===== src/rtl/tt_ctrl_sel_if.sv =====
// Pad-side control inputs and mux-spine outputs of the design-select controller.
// master drives the raw pads and observes the spine; slave is the controller.
interface tt_ctrl_sel_if #(
    parameter int N_ADDR_BITS = 10
);
    logic                   ctrl_ena_in;
    logic                   ctrl_inc_in;
    logic                   ctrl_rst_n_in;
    logic [N_ADDR_BITS-1:0] sel_addr;
    logic                   sel_valid;
    logic                   ena_out;
    logic                   ovf;

    modport master (
        output ctrl_ena_in, ctrl_inc_in, ctrl_rst_n_in,
        input  sel_addr, sel_valid, ena_out, ovf
    );

    modport slave (
        input  ctrl_ena_in, ctrl_inc_in, ctrl_rst_n_in,
        output sel_addr, sel_valid, ena_out, ovf
    );
endinterface


===== src/rtl/tt_ctrl_sel.sv =====
// Design-select controller: synchronises and debounces the ctrl pads, counts
// filtered inc rising edges into a design address and gates the design enable.
module tt_ctrl_sel #(
    parameter int N_ADDR_BITS = 10,
    parameter int MAX_ADDR    = 1023,
    parameter int SYNC_STAGES = 2,
    parameter int DEBOUNCE    = 4
) (
    input  logic         clk,
    input  logic         rst,
    tt_ctrl_sel_if.slave bus
);

    localparam int IN_ENA  = 0;
    localparam int IN_INC  = 1;
    localparam int IN_RSTN = 2;
    localparam int CNT_W   = $clog2(DEBOUNCE + 1);

    localparam logic [CNT_W-1:0]       CNT_LAST = CNT_W'(DEBOUNCE - 1);
    localparam logic [N_ADDR_BITS-1:0] ADDR_MAX = N_ADDR_BITS'(MAX_ADDR);

    generate
        if (MAX_ADDR < 0 || MAX_ADDR >= (1 << N_ADDR_BITS)) begin : g_bad_max_addr
            $error("tt_ctrl_sel: MAX_ADDR does not fit in N_ADDR_BITS");
        end
        if (SYNC_STAGES < 2) begin : g_bad_sync
            $error("tt_ctrl_sel: SYNC_STAGES must be at least 2");
        end
        if (DEBOUNCE < 1) begin : g_bad_debounce
            $error("tt_ctrl_sel: DEBOUNCE must be at least 1");
        end
    endgenerate

    typedef enum logic [1:0] {
        S_RESET  = 2'd0,
        S_IDLE   = 2'd1,
        S_ACTIVE = 2'd2
    } state_t;

    // Wrapping address step; the flag reports that the step wrapped to zero.
    function automatic logic [N_ADDR_BITS:0] addr_step(input logic [N_ADDR_BITS-1:0] a);
        if (a == ADDR_MAX) begin
            return {1'b1, {N_ADDR_BITS{1'b0}}};
        end
        return {1'b0, a + N_ADDR_BITS'(1)};
    endfunction

    logic [2:0]             w_raw;
    logic                   w_inc_rise;
    logic [N_ADDR_BITS:0]   w_step;
    logic [SYNC_STAGES-1:0] r_sync [3];
    logic [CNT_W-1:0]       r_cnt  [3];
    logic [2:0]             r_filt;
    logic                   r_filt_inc_d;
    state_t                 r_state;
    logic [N_ADDR_BITS-1:0] r_addr;
    logic                   r_valid;
    logic                   r_ena;
    logic                   r_ovf;

    assign w_raw      = {bus.ctrl_rst_n_in, bus.ctrl_inc_in, bus.ctrl_ena_in};
    assign w_inc_rise = r_filt[IN_INC] & ~r_filt_inc_d;
    assign w_step     = addr_step(r_addr);

    // Stage 1: synchronisers and per-input debounce filters
    always_ff @(posedge clk) begin : p_filter
        if (rst) begin
            for (int k = 0; k < 3; k++) begin
                r_sync[k] <= '0;
                r_cnt[k]  <= '0;
            end
            r_filt       <= '0;
            r_filt_inc_d <= 1'b0;
        end else begin
            r_filt_inc_d <= r_filt[IN_INC];
            for (int k = 0; k < 3; k++) begin
                r_sync[k] <= {r_sync[k][SYNC_STAGES-2:0], w_raw[k]};
                if (r_sync[k][SYNC_STAGES-1] == r_filt[k]) begin
                    r_cnt[k] <= '0;
                end else if (r_cnt[k] == CNT_LAST) begin
                    r_cnt[k]  <= '0;
                    r_filt[k] <= ~r_filt[k];
                end else begin
                    r_cnt[k] <= r_cnt[k] + CNT_W'(1);
                end
            end
        end
    end

    // Stage 2: selection FSM on the filtered levels; selection reset has top priority
    always_ff @(posedge clk) begin : p_fsm
        if (rst || !r_filt[IN_RSTN]) begin
            r_state <= S_RESET;
            r_addr  <= '0;
            r_valid <= 1'b0;
            r_ena   <= 1'b0;
            r_ovf   <= 1'b0;
        end else begin
            case (r_state)
                S_RESET: begin
                    r_state <= S_IDLE;
                    r_valid <= 1'b1;
                end
                S_IDLE: begin
                    if (r_filt[IN_ENA]) begin
                        r_state <= S_ACTIVE;
                        r_ena   <= 1'b1;
                    end else if (w_inc_rise) begin
                        r_addr <= w_step[N_ADDR_BITS-1:0];
                        if (w_step[N_ADDR_BITS]) begin
                            r_ovf <= 1'b1;
                        end
                    end
                end
                S_ACTIVE: begin
                    if (!r_filt[IN_ENA]) begin
                        r_state <= S_IDLE;
                        r_ena   <= 1'b0;
                    end
                end
                default: begin
                    r_state <= S_RESET;
                    r_addr  <= '0;
                    r_valid <= 1'b0;
                    r_ena   <= 1'b0;
                    r_ovf   <= 1'b0;
                end
            endcase
        end
    end

    assign bus.sel_addr  = r_addr;
    assign bus.sel_valid = r_valid;
    assign bus.ena_out   = r_ena;
    assign bus.ovf       = r_ovf;

endmodule


===== src/flat_wrapper.sv =====
// flat-port wrapper written by rule: the top's interface ports become plain ports
module tt_ctrl_sel_flat 
#(
    parameter int N_ADDR_BITS = 10,
    parameter int MAX_ADDR    = 1023,
    parameter int SYNC_STAGES = 2,
    parameter int DEBOUNCE    = 4
)
  (clk, rst, bus_ctrl_ena_in, bus_ctrl_inc_in, bus_ctrl_rst_n_in, bus_sel_addr, bus_sel_valid, bus_ena_out, bus_ovf);
  tt_ctrl_sel_if #(.N_ADDR_BITS(N_ADDR_BITS)) bus_i ();
  input  logic clk;
  input  logic rst;
  input wire logic [$bits(bus_i.ctrl_ena_in)-1:0] bus_ctrl_ena_in;
  input wire logic [$bits(bus_i.ctrl_inc_in)-1:0] bus_ctrl_inc_in;
  input wire logic [$bits(bus_i.ctrl_rst_n_in)-1:0] bus_ctrl_rst_n_in;
  output wire logic [$bits(bus_i.sel_addr)-1:0] bus_sel_addr;
  output wire logic [$bits(bus_i.sel_valid)-1:0] bus_sel_valid;
  output wire logic [$bits(bus_i.ena_out)-1:0] bus_ena_out;
  output wire logic [$bits(bus_i.ovf)-1:0] bus_ovf;
  assign bus_i.ctrl_ena_in = bus_ctrl_ena_in;
  assign bus_i.ctrl_inc_in = bus_ctrl_inc_in;
  assign bus_i.ctrl_rst_n_in = bus_ctrl_rst_n_in;
  assign bus_sel_addr = bus_i.sel_addr;
  assign bus_sel_valid = bus_i.sel_valid;
  assign bus_ena_out = bus_i.ena_out;
  assign bus_ovf = bus_i.ovf;
  tt_ctrl_sel #(.N_ADDR_BITS(N_ADDR_BITS), .MAX_ADDR(MAX_ADDR), .SYNC_STAGES(SYNC_STAGES), .DEBOUNCE(DEBOUNCE)) u_core (.clk(clk), .rst(rst), .bus(bus_i));
endmodule

===== config.mk =====
export PLATFORM = sky130hd
export DESIGN_NAME = tt_ctrl_sel_flat
export DESIGN_NICKNAME = d
export VERILOG_FILES = /design/src/rtl/tt_ctrl_sel_if.sv /design/src/rtl/tt_ctrl_sel.sv /design/src/flat_wrapper.sv
export SDC_FILE = /design/constraint.sdc
export NUM_CORES = 1
export LEC_CHECK = 0
export ABC_CLOCK_PERIOD_IN_PS = 5500
export CAP_MARGIN = 20
export CORE_MARGIN = 2
export CORE_UTILIZATION = 25
export CTS_CLUSTER_SIZE = 16
export DETAILED_ROUTE_END_ITERATION = 16
export GPL_ROUTABILITY_DRIVEN = 0
export GPL_TIMING_DRIVEN = 0
export PLACE_DENSITY = 0.4
export SYNTH_ARGS = -nofsm -noshare
export SYNTH_HDL_FRONTEND = slang
export SYNTH_SLANG_ARGS = --single-unit

===== constraint.sdc =====
create_clock -name clk -period 5.5 [get_ports clk]
set_input_delay 1.65 -clock clk [delete_from_list [all_inputs] [get_ports clk]]
set_output_delay 1.65 -clock clk [all_outputs]
set_load 0.1 [all_outputs]

==> run metrics, run 1 <==
status=finished, final reports clean; Setup CP Type=flip-flop to primary output; Final Instance Area=1980 um2; Longest Clk Path Bufs=2; initial antenna violation count=0; final std cells w/o fill=260; Layout Skew=7.82 ps; Reg clk slew, reported paths=80 ps; clock share of power=49.8%; row cnt=28; synthesized area per cell=10.2 um2; Commonest cells post-synth=dfxtp_1 (25), nor2_1 (25), ha_1 (11), inv_1 (11), xnor2_1 (10); Core Box Area=5960 um2; DRT Pass-1 Iters=4; critical hold path startpoint=u_core.r_sync[0][2]$_SDFF_PP0_; DP Area=1840 um2; H-Tree Depth=2; Post-route DRC=0; Leak Pwr=0.702 nW; Cells after Synth=152; Worst R2R Start=u_core.r_state[0]$_SDFFE_PP0P_; critical path, cell by cell=clkdlybuf4s50_1; Die Wd=82.7 um; gr ovfl total=0; hold_ws=441 ps; synth unique cells=31; CTS Hold Bufs=0; Power Density=280 nW/um2; Die Height=82.7 um; RSZ-0062 raised after global routing=no; post-synthesis instance area=1550 um2; Reg power frac=47.6%; Slowest-stage cell, CP=clkdlybuf4s50_1; dominant synthesized flop cell=dfxtp_1; Max Slew Vio Count=0; DR WL/cell=10.7 um; slew at the pin closest to its max-slew limit=975 ps; area fraction of the dominant cell type after synthesis=32.3%; Worst path top cell family by delay=buffers and inverters; pin count of the biggest net entering global routing=13; CTS tree=done; global-route wire length before repair=4640 um; Max Fanout on Critical Path=7; final wirelength=2770 um; Area Growth Syn to Fin=27.8%; CP Launch Type=flip-flop; Via Count=1112; CTS buffer count=5; DP HPWL=2040 um; arrival time worst endpoint=1910 ps; CTS Root Cell=clkbuf_8; Final Cycle Share=64.7%; sw power=0.104 mW; Resize count post-CTS=0; clk sinks=34; # setup viols final=0; Post-synth EDFFs=9; CP endpoint kind=primary output; Slew HR=34.8%; num ports=18; sequential share of the synthesized area=49.7%; Tot GR Track Use=9.42%; DRT antenna net count=0; sw frac=18.7%; Min-Delay Path Class=flip-flop to flip-flop; reg2reg setup slack=3060 ps; Critical Path RT=3850 ps; full die area=6850 um2; Layout Nets=200; CP Buf/Inv Count=1; final setup TNS=0 ps; FMAX=281 MHz; combinational power share=2.7%; setup bufs post-CTS=0; Critical Path Source=u_core.bus.sel_addr[6]$_SDFFE_PP0P_; number of global-route vias before repair=1039; vias per std cell=4.28; Starting DRT DRC Count=45; Area contributors post-synth=dfxtp_1 (32%), edfxtp_1 (17%), ha_1 (8.9%), nor2_1 (6.1%), xnor2_1 (5.6%); Hold Fails Final Rpt=0; dpl cells=252; max incr delay on CP=1180 ps; cell taking the most area after synthesis=dfxtp_1; Util after Layout=33.3%; Pint=0.451 mW; Port Buffer Count=17; latest clock arrival within the worst-skew pair=290 ps; max_cap viols=0; peak supply drop=0.000141 V; Yosys reg bits=34; share of cells above drive strength 1=7.03%; Final Critical Period=3560 ps; fraction of registers with async set/reset=0%; Ant. Diodes=0; Initial Utilization=26.0%; synth warn=0
==> flip-flops by register name, summed over array words and instances (netlist names) <==
| register | count |
|---|---|
| u_core.r_cnt | 9 |
| u_core.bus.ena_out | 1 |
| u_core.bus.sel_valid | 1 |
| u_core.r_filt_inc_d | 1 |
| u_core.r_sync | 6 |
| u_core.r_filt | 3 |
| u_core.bus.ovf | 1 |
| u_core.r_state | 2 |
| u_core.bus.sel_addr | 10 |
==> cell families after synthesis <==
logic type	Yosys count	synth area share, %
AO/OA/AOI/OAI	20	9.28
XOR/XNOR	10	5.65
adder cells (fa/ha/maj)	11	8.88
buffers and inverters	16	4.84
flip-flops	34	49.7
multiplexers	7	4.52
other	1	0.242
AND/OR/NAND/NOR	53	16.9
==> path summary, 6_finish.rpt <==
path	end	depth (start not counted)
hold / removal	u_core.r_sync[0][3]$_SDFF_PP0_	1
hold reg to reg	u_core.r_sync[0][3]$_SDFF_PP0_	1
setup / recovery	bus_sel_addr[6]	1
setup reg to reg	u_core.bus.sel_addr[0]$_SDFFE_PP0P_	7
==> layer usage <==
metal / track usage [%] / wire length, um / vias up
met4: 4.43 / 53 / 0
li1: - / - / 572
met1: 11.1 / 1290 / 516
met3: 4.13 / 139 / 6
met5: 0 / 0 / -
met2: 14.7 / 1290 / 18
==> placed cells by master (no fill, tap or decap), drive strengths merged, types with 3 or more instances in the layout <==
master,instances
a211oi,6
a21oi,3
clkbuf,8
clkdlybuf4s50,17
conb,9
dfxtp,25
edfxtp,9
ha,11
inv,11
mux2i,7
nand2,5
nor2,25
nor2b,8
or3,4
xnor2,10
==> power groups by stage <==
stage	logic, mW	registers [mW]	clock network, mW
6_report	0.0149	0.264	0.276
4_1_cts	0.0152	0.264	0.288
3_5_place_dp	0.0152	0.270	0
3_3_place_gp	0.0148	0.269	0
2_1_floorplan	0.00986	0.269	0
5_1_grt	0.0180	0.264	0.300
==> cell type report <==
cell class	count	area, um2
inverters	11	41.3
well taps	75	93.8
multi-input cells	110	734
clock buffers	5	68.8
plain buffers	5	33.8
flip-flops and latches	34	771
repair buffers	17	170
clock inverters	3	68.8
fillers	623	3970
==> metrics by stage <==
step           total power [mW]  setup slack (ps)
2_1_floorplan             0.279              2840
3_3_place_gp              0.284              2240
3_5_place_dp              0.285              2230
4_1_cts                   0.567              1910
5_1_grt                   0.583              1880
6_report                  0.555              1940
Note: power is estimated with default switching activity, not from simulation.
==> inputs of run 2 (changes only) <==
--- a/config.mk
+++ b/config.mk
@@ -5,7 +5,7 @@
 export SDC_FILE = /design/constraint.sdc
 export NUM_CORES = 1
 export LEC_CHECK = 0
-export ABC_CLOCK_PERIOD_IN_PS = 5500
+export ABC_CLOCK_PERIOD_IN_PS = 3550
 export CAP_MARGIN = 20
 export CORE_MARGIN = 2
 export CORE_UTILIZATION = 25
==> constraint.sdc (replaced) <==
create_clock -name clk -period 3.55 [get_ports clk]
set_input_delay 1.065 -clock clk [delete_from_list [all_inputs] [get_ports clk]]
set_output_delay 1.065 -clock clk [all_outputs]
set_load 0.1 [all_outputs]
==> results of run 2 <==
Same layout as run 1 (identical final DEF). Status: finished, final reports clean.
Main changes from that run: setup slack after placement 2230 ps -> 869 ps; setup slack after layout 1940 ps -> 576 ps; register-to-register setup slack 3060 ps -> 1110 ps; total power 0.555 mW -> 0.859 mW; worst IR drop on VDD 0.000141 V -> 0.000218 V
==> inputs of run 3 (changes only) <==
--- a/config.mk
+++ b/config.mk
@@ -5,7 +5,7 @@
 export SDC_FILE = /design/constraint.sdc
 export NUM_CORES = 1
 export LEC_CHECK = 0
-export ABC_CLOCK_PERIOD_IN_PS = 3550
+export ABC_CLOCK_PERIOD_IN_PS = 3000
 export CAP_MARGIN = 20
 export CORE_MARGIN = 2
 export CORE_UTILIZATION = 25
==> constraint.sdc (replaced) <==
create_clock -name clk -period 3 [get_ports clk]
set_input_delay 0.9 -clock clk [delete_from_list [all_inputs] [get_ports clk]]
set_output_delay 0.9 -clock clk [all_outputs]
set_load 0.1 [all_outputs]
==> results of run 3 <==
Same layout as run 1 (identical final DEF). Status: finished, final reports clean.
Main changes from that run: setup slack after placement 2230 ps -> 484 ps; setup slack after layout 1940 ps -> 191 ps; register-to-register setup slack 3060 ps -> 560 ps; total power 0.555 mW -> 1.02 mW; worst IR drop on VDD 0.000141 V -> 0.000258 V
